<file path="src/rtl/wb_port_arbiter_if.sv">
// Register-file write-port bundle: MEM/WB writeback, long-latency result handshake
// and the shared regfile write outputs.
interface wb_port_arbiter_if #(
  parameter int DATA_W = 32,
  parameter int ADDR_W = 5
);
  logic              pipe_we;
  logic [ADDR_W-1:0] pipe_rd;
  logic [DATA_W-1:0] pipe_data;
  logic              pipe_fp;
  logic              pipe_stall;
  logic              lu_valid;
  logic              lu_ready;
  logic [ADDR_W-1:0] lu_rd;
  logic [DATA_W-1:0] lu_data;
  logic              lu_fp;
  logic              rf_we_int;
  logic              rf_we_fp;
  logic [ADDR_W-1:0] rf_waddr;
  logic [DATA_W-1:0] rf_wdata;

  modport master (
    output pipe_we, pipe_rd, pipe_data, pipe_fp,
    output lu_valid, lu_rd, lu_data, lu_fp,
    input  pipe_stall, lu_ready,
    input  rf_we_int, rf_we_fp, rf_waddr, rf_wdata
  );

  modport slave (
    input  pipe_we, pipe_rd, pipe_data, pipe_fp,
    input  lu_valid, lu_rd, lu_data, lu_fp,
    output pipe_stall, lu_ready,
    output rf_we_int, rf_we_fp, rf_waddr, rf_wdata
  );
endinterface

</file>
<file path="src/rtl/wb_port_arbiter.sv">
// Shares the regfile write port between MEM/WB writeback (priority) and a buffered
// long-latency result, forcing a one-cycle pipe stall after STARVE_MAX denied cycles.
module wb_port_arbiter #(
  parameter int DATA_W     = 32,
  parameter int ADDR_W     = 5,
  parameter int STARVE_MAX = 4
) (
  input logic             clk,
  input logic             rst_n,
  wb_port_arbiter_if.slave bus
);

  typedef enum logic [1:0] {IDLE, WAIT, FORCE} state_t;

  localparam logic [7:0] CNT_MAX = 8'(STARVE_MAX);

  state_t            state, state_nxt;
  logic [7:0]        cnt, cnt_nxt, cnt_inc;
  logic [ADDR_W-1:0] buf_rd;
  logic [DATA_W-1:0] buf_data;
  logic              buf_fp;

  logic              gnt_pipe_p0, gnt_buf_p0, cap_p0, waw_p0;
  logic              sel_fp_p0, we_int_p0, we_fp_p0;
  logic [ADDR_W-1:0] sel_rd_p0;
  logic [DATA_W-1:0] sel_data_p0;

  // Both handshake outputs come straight from the state register.
  assign bus.lu_ready   = (state == IDLE);
  assign bus.pipe_stall = (state == FORCE);

  // Stage p0: grant decision and write-port select
  always_comb begin
    state_nxt   = state;
    cnt_nxt     = cnt;
    gnt_pipe_p0 = 1'b0;
    gnt_buf_p0  = 1'b0;
    cap_p0      = 1'b0;
    cnt_inc     = (cnt >= CNT_MAX) ? CNT_MAX : cnt + 8'd1;
    waw_p0      = bus.pipe_we && (bus.pipe_rd == buf_rd) && (bus.pipe_fp == buf_fp);
    case (state)
      IDLE: begin
        gnt_pipe_p0 = bus.pipe_we;
        if (bus.lu_valid) begin
          cap_p0    = 1'b1;
          state_nxt = WAIT;
          cnt_nxt   = 8'd0;
        end
      end
      WAIT: begin
        if (!bus.pipe_we) begin
          gnt_buf_p0 = 1'b1;
          state_nxt  = IDLE;
          cnt_nxt    = 8'd0;
        end else begin
          gnt_pipe_p0 = 1'b1;
          // A younger pipe write to the same register makes the buffered result dead.
          if (waw_p0) begin
            state_nxt = IDLE;
            cnt_nxt   = 8'd0;
          end else begin
            cnt_nxt = cnt_inc;
            if (cnt_inc == CNT_MAX) state_nxt = FORCE;
          end
        end
      end
      FORCE: begin
        gnt_buf_p0 = 1'b1;
        state_nxt  = IDLE;
        cnt_nxt    = 8'd0;
      end
      default: begin
        state_nxt = IDLE;
        cnt_nxt   = 8'd0;
      end
    endcase

    sel_fp_p0   = gnt_buf_p0 ? buf_fp   : bus.pipe_fp;
    sel_rd_p0   = gnt_buf_p0 ? buf_rd   : bus.pipe_rd;
    sel_data_p0 = gnt_buf_p0 ? buf_data : bus.pipe_data;
    we_int_p0   = (gnt_pipe_p0 || gnt_buf_p0) && !sel_fp_p0 && (sel_rd_p0 != '0);
    we_fp_p0    = (gnt_pipe_p0 || gnt_buf_p0) && sel_fp_p0;
  end

  always_ff @(posedge clk or negedge rst_n) begin
    if (!rst_n) begin
      state <= IDLE;
      cnt   <= 8'd0;
    end else begin
      state <= state_nxt;
      cnt   <= cnt_nxt;
    end
  end

  // Buffer contents are qualified by state, so they need no reset.
  always_ff @(posedge clk) begin
    if (cap_p0) begin
      buf_rd   <= bus.lu_rd;
      buf_data <= bus.lu_data;
      buf_fp   <= bus.lu_fp;
    end
  end

  // Stage p1: registered regfile write, all-zero when nothing is written
  always_ff @(posedge clk or negedge rst_n) begin
    if (!rst_n) begin
      bus.rf_we_int <= 1'b0;
      bus.rf_we_fp  <= 1'b0;
      bus.rf_waddr  <= '0;
      bus.rf_wdata  <= '0;
    end else begin
      bus.rf_we_int <= we_int_p0;
      bus.rf_we_fp  <= we_fp_p0;
      bus.rf_waddr  <= (we_int_p0 || we_fp_p0) ? sel_rd_p0   : '0;
      bus.rf_wdata  <= (we_int_p0 || we_fp_p0) ? sel_data_p0 : '0;
    end
  end

endmodule

</file>
<file path="src/flat_wrapper.sv">
// flat-port wrapper written by rule: the top's interface ports become plain ports
module wb_port_arbiter_flat 
#(
  parameter int DATA_W     = 32,
  parameter int ADDR_W     = 5,
  parameter int STARVE_MAX = 4
)
  (clk, rst_n, bus_pipe_we, bus_pipe_rd, bus_pipe_data, bus_pipe_fp, bus_lu_valid, bus_lu_rd, bus_lu_data, bus_lu_fp, bus_pipe_stall, bus_lu_ready, bus_rf_we_int, bus_rf_we_fp, bus_rf_waddr, bus_rf_wdata);
  wb_port_arbiter_if #(.DATA_W(DATA_W), .ADDR_W(ADDR_W)) bus_i ();
  input logic clk;
  input logic rst_n;
  input wire logic [$bits(bus_i.pipe_we)-1:0] bus_pipe_we;
  input wire logic [$bits(bus_i.pipe_rd)-1:0] bus_pipe_rd;
  input wire logic [$bits(bus_i.pipe_data)-1:0] bus_pipe_data;
  input wire logic [$bits(bus_i.pipe_fp)-1:0] bus_pipe_fp;
  input wire logic [$bits(bus_i.lu_valid)-1:0] bus_lu_valid;
  input wire logic [$bits(bus_i.lu_rd)-1:0] bus_lu_rd;
  input wire logic [$bits(bus_i.lu_data)-1:0] bus_lu_data;
  input wire logic [$bits(bus_i.lu_fp)-1:0] bus_lu_fp;
  output wire logic [$bits(bus_i.pipe_stall)-1:0] bus_pipe_stall;
  output wire logic [$bits(bus_i.lu_ready)-1:0] bus_lu_ready;
  output wire logic [$bits(bus_i.rf_we_int)-1:0] bus_rf_we_int;
  output wire logic [$bits(bus_i.rf_we_fp)-1:0] bus_rf_we_fp;
  output wire logic [$bits(bus_i.rf_waddr)-1:0] bus_rf_waddr;
  output wire logic [$bits(bus_i.rf_wdata)-1:0] bus_rf_wdata;
  assign bus_i.pipe_we = bus_pipe_we;
  assign bus_i.pipe_rd = bus_pipe_rd;
  assign bus_i.pipe_data = bus_pipe_data;
  assign bus_i.pipe_fp = bus_pipe_fp;
  assign bus_i.lu_valid = bus_lu_valid;
  assign bus_i.lu_rd = bus_lu_rd;
  assign bus_i.lu_data = bus_lu_data;
  assign bus_i.lu_fp = bus_lu_fp;
  assign bus_pipe_stall = bus_i.pipe_stall;
  assign bus_lu_ready = bus_i.lu_ready;
  assign bus_rf_we_int = bus_i.rf_we_int;
  assign bus_rf_we_fp = bus_i.rf_we_fp;
  assign bus_rf_waddr = bus_i.rf_waddr;
  assign bus_rf_wdata = bus_i.rf_wdata;
  wb_port_arbiter #(.DATA_W(DATA_W), .ADDR_W(ADDR_W), .STARVE_MAX(STARVE_MAX)) u_core (.clk(clk), .rst_n(rst_n), .bus(bus_i));
endmodule
</file>
<file path="config.mk">
export PLATFORM = sky130hd
export DESIGN_NAME = wb_port_arbiter_flat
export DESIGN_NICKNAME = d
export VERILOG_FILES = /design/src/rtl/wb_port_arbiter_if.sv /design/src/rtl/wb_port_arbiter.sv /design/src/flat_wrapper.sv
export SDC_FILE = /design/constraint.sdc
export NUM_CORES = 1
export LEC_CHECK = 0
export ABC_AREA = 0
export CAP_MARGIN = 20
export CORE_ASPECT_RATIO = 0.5
export CORE_UTILIZATION = 50
export CTS_BUF_LIST = sky130_fd_sc_hd__clkbuf_2 sky130_fd_sc_hd__clkbuf_4 sky130_fd_sc_hd__clkbuf_8
export CTS_CLUSTER_SIZE = 8
export DETAILED_ROUTE_END_ITERATION = 7
export DONT_BUFFER_PORTS = 1
export PLACE_DENSITY = 0.69
export SLEW_MARGIN = 20
export SYNTH_ARGS = -nofsm -noshare
export SYNTH_HDL_FRONTEND = slang
export SYNTH_SLANG_ARGS = --single-unit
export TNS_END_PERCENT = 1
</file>
<file path="constraint.sdc">
create_clock -name clk -period 5.9 [get_ports clk]
set_input_delay 1.18 -clock clk [delete_from_list [all_inputs] [get_ports clk]]
set_output_delay 1.18 -clock clk [all_outputs]
set_load 0.03 [all_outputs]
</file>
==> impl_metrics.py, run 1 <==
metrics = {
    "sta": {
        "finalMaxSlewViolations": 0,
        "finClkSkew_ns": 0.00632,
        "setup_ws_ns": 3.10,
        "rsz0062_at_grt": "no",
        "fmax_mhz": 357,
        "fin_crit_sh_pct": 47.5,
        "setup_viol": 0,
        "hold_viol_final": 0,
        "tns_ns": 0,
        "worst_pin_slew_ns": 0.998,
        "relSlewSlack_pct": 33.5,
        "finalCriticalPeriod_ns": 2.80,
    },
    "run_status": {
        "status": "completed",
    },
    "cts": {
        "cts-resized-gates": 0,
        "cts-buffers-inserted": 9,
        "holdBufCountCts": 0,
        "cts_sinks": 87,
        "cts_tree": "done",
        "root_buffer": "clkbuf_8",
        "clockBufferDepth": 2,
        "htree_levels": 3,
        "cts_setup_buffers": 0,
        "clk_pin_slew_ns": 0.08,
        "worstSkewPairLatency_ns": 0.35,
    },
    "floorplanning": {
        "dieArea_sq_mm": 0.00708,
        "die_h_um": 60.0,
        "coreArea_sq_mm": 0.00628,
        "die_w_um": 118,
        "floorplan.initialDensity_pct": 53.6,
        "ios": 121,
        "rows": 20,
    },
    "pwr": {
        "powerDensity_mw_per_mm2": 480,
        "p_seq_share_pct": 60.2,
        "power_leakage_uw": 0.00153,
        "clockPowerShare_pct": 23.3,
        "swShare_pct": 37.5,
        "p_int_uw": 1090,
        "peakVddDrop_mv": 0.219,
        "p_sw_uw": 652,
        "pwr-share-comb_pct": 16.5,
    },
    "synth": {
        "synthTopCellsByArea": "dfrtp_1 (36%), edfxtp_1 (34%), nand2_1 (8.8%)",
        "yosys.area.top_type_share_pct": 36.4,
        "synth_nets": 362,
        "synth_seq_area_share_pct": 70.3,
        "netlist.top_cell.by_area": "dfrtp_1",
        "synth_area_sq_mm": 0.00337,
        "syn_avg_cell_area_sq_um": 12.2,
        "synth-seq-cells": 87,
        "synth.distinct_cells": 34,
        "ys_warn_count": 0,
        "syn_inst": 277,
    },
    "worst_setup_path": {
        "required_ns": 6.09,
        "start_kind": "input port",
        "cp.arrival_ns": 2.99,
        "worstSetupEndpointType": "register",
        "critPathKind": "input port to register",
        "crit_slowest_cell": "o221ai_4",
        "critPathMaxFanout": 36,
        "crit_chain": "or4_1, or3_4, o221ai_4, a21oi_1",
        "crit_path_max_incr_delay_ns": 0.79,
        "r2r_slack_ns": 3.56,
    },
    "layout": {
        "final_net_count": 363,
        "drive_gt1_share_pct": 7.77,
        "antenna_cells": 0,
        "syn_to_final_growth_pct": 7.73,
        "layout.cells.non_filler": 371,
    },
    "placement": {
        "port_buffers": 0,
        "dpl.hpwl_um": 4320,
        "placedCellCount": 355,
        "finalWeightedCongestion": 0.847,
        "dpl_worst_slack_ns": 2.73,
    },
    "global_route": {
        "antenna_found_initial": 0,
        "grt-ovfl-total": 0,
        "grt_start_max_net_pins": 50,
        "grt_util_all_layers_pct": 19.4,
        "grt_pass1_vias": 1937,
        "grt_pass1_wl_um": 9940,
    },
    "detailed_routing": {
        "viasPerCell": 5.40,
        "finalWirelength_um": 6310,
        "drtAntennaViolNets": 0,
        "firstDrtPassIters": 4,
        "drtIter0Drc": 167,
        "avgRoutedWirePerCell_um": 17.0,
        "post-route-drc-count": 0,
        "num_vias": 2004,
    },
    "hold_path": {
        "hold_class": "register to register",
    },
    "flow_run": {
        "cap_violations": 0,
    },
}
-- cells in the mapped netlist --
| cell type | instances |
|---|---|
| and4_1 | 1 |
| nand3_1 | 1 |
| a22o_1 | 3 |
| o21a_1 | 1 |
| or3_4 | 1 |
| nand3b_1 | 1 |
| o221ai_1 | 1 |
| nor4_1 | 1 |
| ha_1 | 5 |
| xor2_1 | 6 |
| nor2b_1 | 2 |
| nand4_1 | 1 |
| o21ai_0 | 3 |
| nor2_1 | 7 |
| and2_1 | 7 |
| o21ba_2 | 1 |
| a21oi_1 | 41 |
| and3b_1 | 1 |
| nand2b_1 | 1 |
| edfxtp_1 | 38 |
| nand2_1 | 79 |
| a2111oi_0 | 1 |
| or4_1 | 1 |
| nor3b_1 | 1 |
| buf_6 | 3 |
| buf_1 | 2 |
| clkbuf_1 | 7 |
| nor3_1 | 3 |
| or3_1 | 1 |
| inv_1 | 4 |
| o22a_1 | 1 |
| o221ai_4 | 1 |
| o2111ai_1 | 1 |
| dfrtp_1 | 49 |
-- flip-flops by register name, summed over array words and instances, names as in the netlist --
signal                flops
u_core.buf_data          32
u_core.bus.rf_wdata      32
u_core.cnt                8
u_core.buf_rd             5
u_core.bus.rf_waddr       5
u_core.state              2
u_core.buf_fp             1
u_core.bus.rf_we_fp       1
u_core.bus.rf_we_int      1
-- metrics by stage --
step           cell area (sq um)  total power, uW  util, %  hold slack (ns)
2_1_floorplan               3370             1290        -            0.454
3_3_place_gp                3430             1340     54.6            0.470
3_5_place_dp                3430             1350     54.6            0.472
4_1_cts                     3630             1760     57.7            0.488
5_1_grt                     3630             1830     57.7            0.481
6_report                    3630             1740     57.7            0.493
-- cells in the final DEF, fill, tap and decap left out, types with 2 or more instances in the layout --
master    count
nor3_1        3
dfrtp_1      49
nor2_1        7
nand2_1      79
xor2_1        6
a22o_1        3
ha_1          5
clkbuf_8     10
edfxtp_1     38
clkinv_2      2
buf_4         2
inv_1         4
a21oi_1      41
o21ai_0       2
nor2b_1       2
and2_1        6
-- worst max-delay path: cells and delay by family --
kind | cells | cell delay [ns]
AO/OA/AOI/OAI | 2 | 0.90
AND/OR/NAND/NOR | 2 | 0.91
-- cells by family after synthesis --
group	after synthesis	synth area share (%)
compound gates	54	9.67
flops	87	70.3
fa+ha+maj	5	1.86
buf+inv	16	2.45
xor+xnor	6	1.56
simple gates	109	14.1
-- metal layers --
metal	up-vias	GRT usage, %	routed length (um)
met5	-	0	0
met4	0	6.78	71
met3	7	9.06	507
met2	69	30.8	2990
met1	977	23.8	2750
li1	951	-	-
-- power groups by stage --
stage	Sequential [uW]	Clock [uW]	Combinational, uW
6_report	1050	405	286
3_5_place_dp	1060	0	288
5_1_grt	1060	439	333
4_1_cts	1050	417	290
3_3_place_gp	1060	0	277
2_1_floorplan	1040	0	249
-- final timing paths --
kind / from / endpoint / depth (start not counted)
min reg2reg: u_core.cnt[4]$_DFFE_PN0P_ / u_core.cnt[4]$_DFFE_PN0P_ / 1
max reg2reg: u_core.state[0]$_DFFE_PN0P_ / u_core.bus.rf_wdata[16]$_DFF_PN0_ / 5
max: bus_pipe_rd[0] / u_core.bus.rf_wdata[16]$_DFF_PN0_ / 4
min: u_core.cnt[4]$_DFFE_PN0P_ / u_core.cnt[4]$_DFFE_PN0P_ / 1
max in group asynchronous: rst_n / u_core.bus.rf_wdata[28]$_DFF_PN0_ / 0
min in group asynchronous: rst_n / u_core.bus.rf_wdata[19]$_DFF_PN0_ / 0
-- final cells by class --
class / count / area [sq um]
tap: 88 / 110
multi-input combinational: 174 / 921
clock inverter: 6 / 60.1
sequential: 87 / 2370
inverter: 4 / 15.0
timing repair buffer: 2 / 15.0
fill: 505 / 2660
clock buffer: 10 / 138
No activity file was read; power rests on OpenSTA's default activity.
==> inputs of run 2 (changes only) <==
Settings changed: PLACE_DENSITY 0.69 to 0.72.
Clock period 5.9 ns to 2.3 ns, I/O delays scaled along.
==> run 2 against run 1 <==
  * Sequential cell count is the same
  * Die area stayed put
  * Register-to-register slack got worse by 3.2 ns
  * Clock-buffer cell count grew 2
  * Non-clock buffer count increased by 10
  * Combinational power increased to 3.1 times the previous value
  * Critical path depth rose by 4
  * Critical path type is now register to register
  * Global-route usage rose by 0.46 points
  * Core utilization is 1.7 points higher
  * Setup slack worse by 2.7 ns
  * Sequential share of layout area down 1.9 points
  * Sequential power grew to 2.6 times the previous value
==> impl_metrics.py, run 2 (same netlist as run 1, synthesis figures left out) <==
metrics = {
    "run_status": {
        "status": "completed",
    },
    "worst_setup_path": {
        "r2r_slack_ns": 0.41,
        "required_ns": 2.57,
        "reg2reg_depth": 8,
        "crit_slowest_cell": "dfrtp_1",
        "cp.arrival_ns": 2.16,
        "critPathKind": "register to register",
        "worstSetupEndpointType": "register",
        "crit_chain": "inv_1, ha_1, nor2b_1, o21a_1, buf_4, o221ai_4, buf_12, a21oi_1",
        "critPathMaxFanout": 28,
        "reg2reg_from": "u_core.state[1]$_DFFE_PN0P_",
        "crit_path_max_incr_delay_ns": 0.40,
        "r2r-end": "u_core.bus.rf_wdata[23]$_DFF_PN0_",
        "start_kind": "register",
    },
    "detailed_routing": {
        "drtIter0Drc": 123,
        "num_vias": 2032,
        "viasPerCell": 5.33,
        "firstDrtPassIters": 4,
        "finalWirelength_um": 6500,
        "drtAntennaViolNets": 0,
        "avgRoutedWirePerCell_um": 17.1,
        "post-route-drc-count": 0,
    },
    "global_route": {
        "use_met3_pct": 8.40,
        "grt_pass1_vias": 2055,
        "grt_pass1_wl_um": 10300,
        "antenna_found_initial": 0,
        "grt_util_all_layers_pct": 19.9,
        "use_met1_pct": 23.6,
        "grt_start_max_net_pins": 50,
        "met2_usage_pct": 32.0,
        "grt-ovfl-total": 0,
        "grt.busiest_layer": "met2",
    },
    "layout": {
        "layout.cells.non_filler": 381,
        "final_net_count": 373,
        "antenna_cells": 0,
        "reg.largest.list": "u_core.buf_data: 32 flops, u_core.bus.rf_wdata: 32 flops, u_core.cnt: 8 flops",
        "layout_common_cells": "nand2_1 (79), dfrtp_1 (49), a21oi_1 (41), edfxtp_1 (38), clkbuf_8 (12)",
        "drive_gt1_share_pct": 10.6,
        "syn_to_final_growth_pct": 11.0,
        "final_common_cell": "nand2_1",
    },
    "floorplanning": {
        "floorplan.initialDensity_pct": 53.6,
        "coreArea_sq_mm": 0.00628,
        "rows": 20,
        "ios": 121,
        "die_h_um": 60.0,
        "die_w_um": 118,
        "dieArea_sq_mm": 0.00708,
    },
    "cts": {
        "worstSkewPairLatency_ns": 0.35,
        "cts_tree": "done",
        "root_buffer": "clkbuf_8",
        "htree_levels": 3,
        "cts_sinks": 87,
        "cts-buffers-inserted": 9,
        "clockBufferDepth": 2,
        "clk_pin_slew_ns": 0.08,
        "cts_setup_buffers": 0,
    },
    "hold_path": {
        "hold_path_startpoint": "bus_lu_data[4]",
        "hold_end": "u_core.buf_data[4]$_DFFE_PP_",
        "hold_class": "input port to register",
        "holdPathStages": 0,
    },
    "placement": {
        "dpl.hpwl_um": 4560,
        "finalWeightedCongestion": 0.894,
        "port_buffers": 0,
        "placedCellCount": 363,
    },
    "sta": {
        "finalCriticalPeriod_ns": 1.89,
        "fmax_mhz": 529,
        "rsz0062_at_grt": "no",
        "setup_viol": 0,
        "worst_pin_slew_ns": 0.467,
        "finalMaxSlewViolations": 0,
        "relSlewSlack_pct": 68.6,
        "tns_ns": 0,
        "fin_crit_sh_pct": 82.2,
        "finClkSkew_ns": 0.00715,
        "hold_viol_final": 0,
    },
    "pwr": {
        "powerDensity_mw_per_mm2": 1210,
        "peakVddDrop_mv": 0.463,
        "power.total_uw": 4530,
        "power_leakage_uw": 0.00159,
    },
    "flow_run": {
        "cap_violations": 0,
    },
}
run 2: area by class of cell:
type | instances | area, sq um
Inverter | 4 | 15.0
Clock inverter | 4 | 18.8
Tap cell | 88 | 110
Clock buffer | 12 | 165
Multi-Input combinational cell | 174 | 921
Fill cell | 517 | 2550
Timing Repair Buffer | 12 | 138
Sequential cell | 87 | 2370
run 2: worst max-delay path by stage:
stage	startpoint	endpoint	slack, ns	cells after the start
4_1_cts	u_core.state[1]$_DFFE_PN0P_	u_core.bus.rf_wdata[23]$_DFF_PN0_	0.41	8
3_3_place_gp	bus_pipe_rd[0]	u_core.bus.rf_wdata[7]$_DFF_PN0_	0.34	5
6_report	u_core.state[1]$_DFFE_PN0P_	u_core.bus.rf_wdata[23]$_DFF_PN0_	0.41	8
5_1_grt	u_core.state[1]$_DFFE_PN0P_	u_core.bus.rf_wdata[11]$_DFF_PN0_	0.26	8
3_5_place_dp	bus_pipe_rd[0]	u_core.bus.rf_wdata[23]$_DFF_PN0_	0.30	5
2_1_floorplan	u_core.state[0]$_DFFE_PN0P_	u_core.buf_data[0]$_DFFE_PP_	0.04	3
run 2: per-stage QoR:
step	instance area, sq um	hold WS (ns)	utilization (%)	setup WS (ns)
3_5_place_dp	3510	0.165	55.9	0.300
3_3_place_gp	3510	0.165	55.9	0.344
5_1_grt	3730	0.175	59.5	0.256
6_report	3730	0.201	59.5	0.408
2_1_floorplan	3370	0.164	-	0.0352
4_1_cts	3730	0.179	59.5	0.411
run 2: metal layers:
| layer | wire, um | share of wire, % | up-vias |
|---|---|---|---|
| li1 | - | - | 966 |
| met1 | 2750 | 42 | 977 |
| met2 | 3140 | 48 | 73 |
| met3 | 474 | 7.3 | 16 |
| met4 | 138 | 2.1 | 0 |
| met5 | 0 | 0 | - |
run 2: where the power goes:
part	switching [uW]	leakage, uW	internal (uW)
registers	659	0.00100	2030
logic	551	0.000489	324
clock network	494	0.0000996	472
run 2: critical path: cells and delay by family, from the launching register on:
| family | cells | cell delay, ns |
|---|---|---|
| buffers and inverters | 3 | 0.47 |
| AO/OA/AOI/OAI | 3 | 0.46 |
| flip-flops | 1 | 0.40 |
| AND/OR/NAND/NOR | 1 | 0.27 |
| adder cells (fa/ha/maj) | 1 | 0.21 |
run 2: what timing repair did:
item                                   4_1_cts  5_1_grt
hold buffers                                 2        0
endpoints found under the hold margin       49        0
gates resized for setup                      0        0
==> inputs of run 3 (changes only) <==
Settings changed: PLACE_DENSITY 0.72 to 0.69.
Clock period 2.3 ns to 1.8 ns, I/O delays scaled along.
==> run 3 against run 2 <==
  * Sequential power is 28% higher
  * Sequential cell count stayed put
  * Combinational power is 34% higher
  * Routed wire length is 0.46% higher
  * Non-clock buffer count is 2 higher
  * Clock skew is 0.0023 ns higher
  * Maximum frequency is 9.9% higher
  * Setup slack worse by 0.33 ns
  * First-iteration DRC count is 12% higher
  * Core utilization is 0.54 points higher
  * Die area stayed put
  * Critical endpoint is now u_core.bus.rf_wdata[31]$_DFF_PN0_
==> impl_metrics.py, run 3 (same netlist as run 1, synthesis figures left out) <==
metrics = {
    "global_route": {
        "antenna_found_initial": 0,
        "grt_pass1_wl_um": 9870,
        "grt_util_all_layers_pct": 19.5,
        "grt_start_max_net_pins": 50,
        "grt_pass1_vias": 1931,
        "grt-ovfl-total": 0,
    },
    "detailed_routing": {
        "wl_met1_um": 2700,
        "met3_length_um": 491,
        "drtIter0Drc": 138,
        "num_vias": 2042,
        "wl_met2_um": 3210,
        "drtAntennaViolNets": 0,
        "viasPerCell": 5.33,
        "firstDrtPassIters": 4,
        "top_layer": "met4",
        "post-route-drc-count": 0,
        "avgRoutedWirePerCell_um": 17.1,
        "finalWirelength_um": 6530,
    },
    "pwr": {
        "power_leakage_uw": 0.00161,
        "powerDensity_mw_per_mm2": 1530,
        "power.total_uw": 5780,
        "peakVddDrop_mv": 0.593,
    },
    "floorplanning": {
        "ios": 121,
        "die_h_um": 60.0,
        "die_w_um": 118,
        "rows": 20,
        "floorplan.initialDensity_pct": 53.6,
        "coreArea_sq_mm": 0.00628,
        "dieArea_sq_mm": 0.00708,
    },
    "layout": {
        "syn_to_final_growth_pct": 12.0,
        "reg.largest.list": "u_core.buf_data: 32 flops, u_core.bus.rf_wdata: 32 flops, u_core.cnt: 8 flops",
        "fill_cells": 503,
        "final_net_count": 375,
        "final_common_cell": "nand2_1",
        "drive_gt1_share_pct": 12.9,
        "antenna_cells": 0,
        "layout_common_cells": "nand2_1 (79), dfrtp_1 (49), a21oi_1 (41), edfxtp_1 (38)",
        "utilization_pct": 60.0,
        "layout.cells.non_filler": 383,
    },
    "worst_setup_path": {
        "reg2reg_from": "u_core.state[0]$_DFFE_PN0P_",
        "cp.arrival_ns": 1.96,
        "r2r_slack_ns": 0.08,
        "start_kind": "register",
        "startpoint": "u_core.state[0]$_DFFE_PN0P_",
        "critPathMaxFanout": 28,
        "required_ns": 2.04,
        "worstSetupEndpointType": "register",
        "critPathKind": "register to register",
    },
    "sta": {
        "rsz0062_at_grt": "yes",
        "hold_viol_final": 0,
        "finalCriticalPeriod_ns": 1.72,
        "setup_viol": 0,
        "worst_pin_slew_ns": 0.368,
        "finClkSkew_ns": 0.00947,
        "timing.hold.ws_ns": 0.0957,
        "fmax_mhz": 581,
        "fin_crit_sh_pct": 95.6,
        "finalMaxSlewViolations": 0,
        "relSlewSlack_pct": 74.9,
    },
    "cts": {
        "worstSkewPairLatency_ns": 0.35,
        "htree_levels": 3,
        "cts-buffers-inserted": 9,
        "clk_pin_slew_ns": 0.08,
        "root_buffer": "clkbuf_8",
        "cts_tree": "done",
        "clockBufferDepth": 2,
        "cts_sinks": 87,
    },
    "placement": {
        "port_buffers": 0,
        "finalWeightedCongestion": 0.904,
        "dpl.hpwl_um": 4610,
        "placedCellCount": 365,
    },
    "flow_run": {
        "cap_violations": 0,
    },
    "hold_path": {
        "hold_class": "input port to register",
        "hold_path_startpoint": "bus_lu_data[27]",
    },
    "run_status": {
        "status": "completed",
    },
}
[run 3: cell count changes in the layout (fill, tap and decap cells not counted), sizes merged]
cell | before | now
buf | 11 | 13
clkbuf | 12 | 14
clkinv | 4 | 2
[run 3: cell type report]
type                       count  area [sq um]  share of cell area (%)
timing repair buffer          14           165                    4.38
tap                           88           110                    2.92
clock buffer                  14           161                    4.28
inverter                       4          15.0                   0.398
sequential                    87          2370                    62.8
clock inverter                 2          10.0                   0.266
multi-input combinational    174           940                    24.9
[run 3: path summary, 6_finish.rpt]
kind | end | cells after the start
min in group asynchronous | u_core.bus.rf_wdata[19]$_DFF_PN0_ | 2
max in group asynchronous | u_core.bus.rf_waddr[1]$_DFF_PN0_ | 2
min | u_core.buf_data[27]$_DFFE_PP_ | 0
min reg2reg | u_core.cnt[4]$_DFFE_PN0P_ | 1
max | u_core.bus.rf_wdata[31]$_DFF_PN0_ | 6
max reg2reg | u_core.bus.rf_wdata[31]$_DFF_PN0_ | 6
[run 3: worst max-delay path: stages (launching register included)]
cell and delay (ns):
dfrtp_1 0.42, inv_1 0.11, ha_2 0.34, o2111ai_1 0.21, o221ai_4 0.25, buf_12 0.21
a21oi_1 0.07
[run 3: power breakdown]
part | leakage (uW) | switching [uW] | internal, uW
Combinational | 0.000510 | 716 | 456
Clock | 0.0000955 | 607 | 575
Sequential | 0.00100 | 839 | 2590
Total | 0.00161 | 2160 | 3620
[run 3: stage by stage]
stage	setup TNS, ns	cell area, sq um	setup slack (ns)
CTS	0	3750	0.0262
global placement	-1.77	3540	-0.0555
detailed placement	-2.19	3540	-0.0857
floorplan	-1.72	3370	-0.0590
global route	-0.328	3770	-0.0338
finish	0	3770	0.0795
[run 3: what timing repair did]
item,CTS,global route
hold endpoints to repair,49,0
setup buffers,0,0
hold buffers,2,0
gates resized for setup,1,3
endpoints found under the setup margin,2,43
[run 3: per-layer routing]
layer / vias to the layer above / GRT usage (%)
met5: - / 0
li1: 973 / -
met2: 77 / 32.0
met3: 14 / 9.45
met1: 978 / 22.3
met4: 0 / 8.61
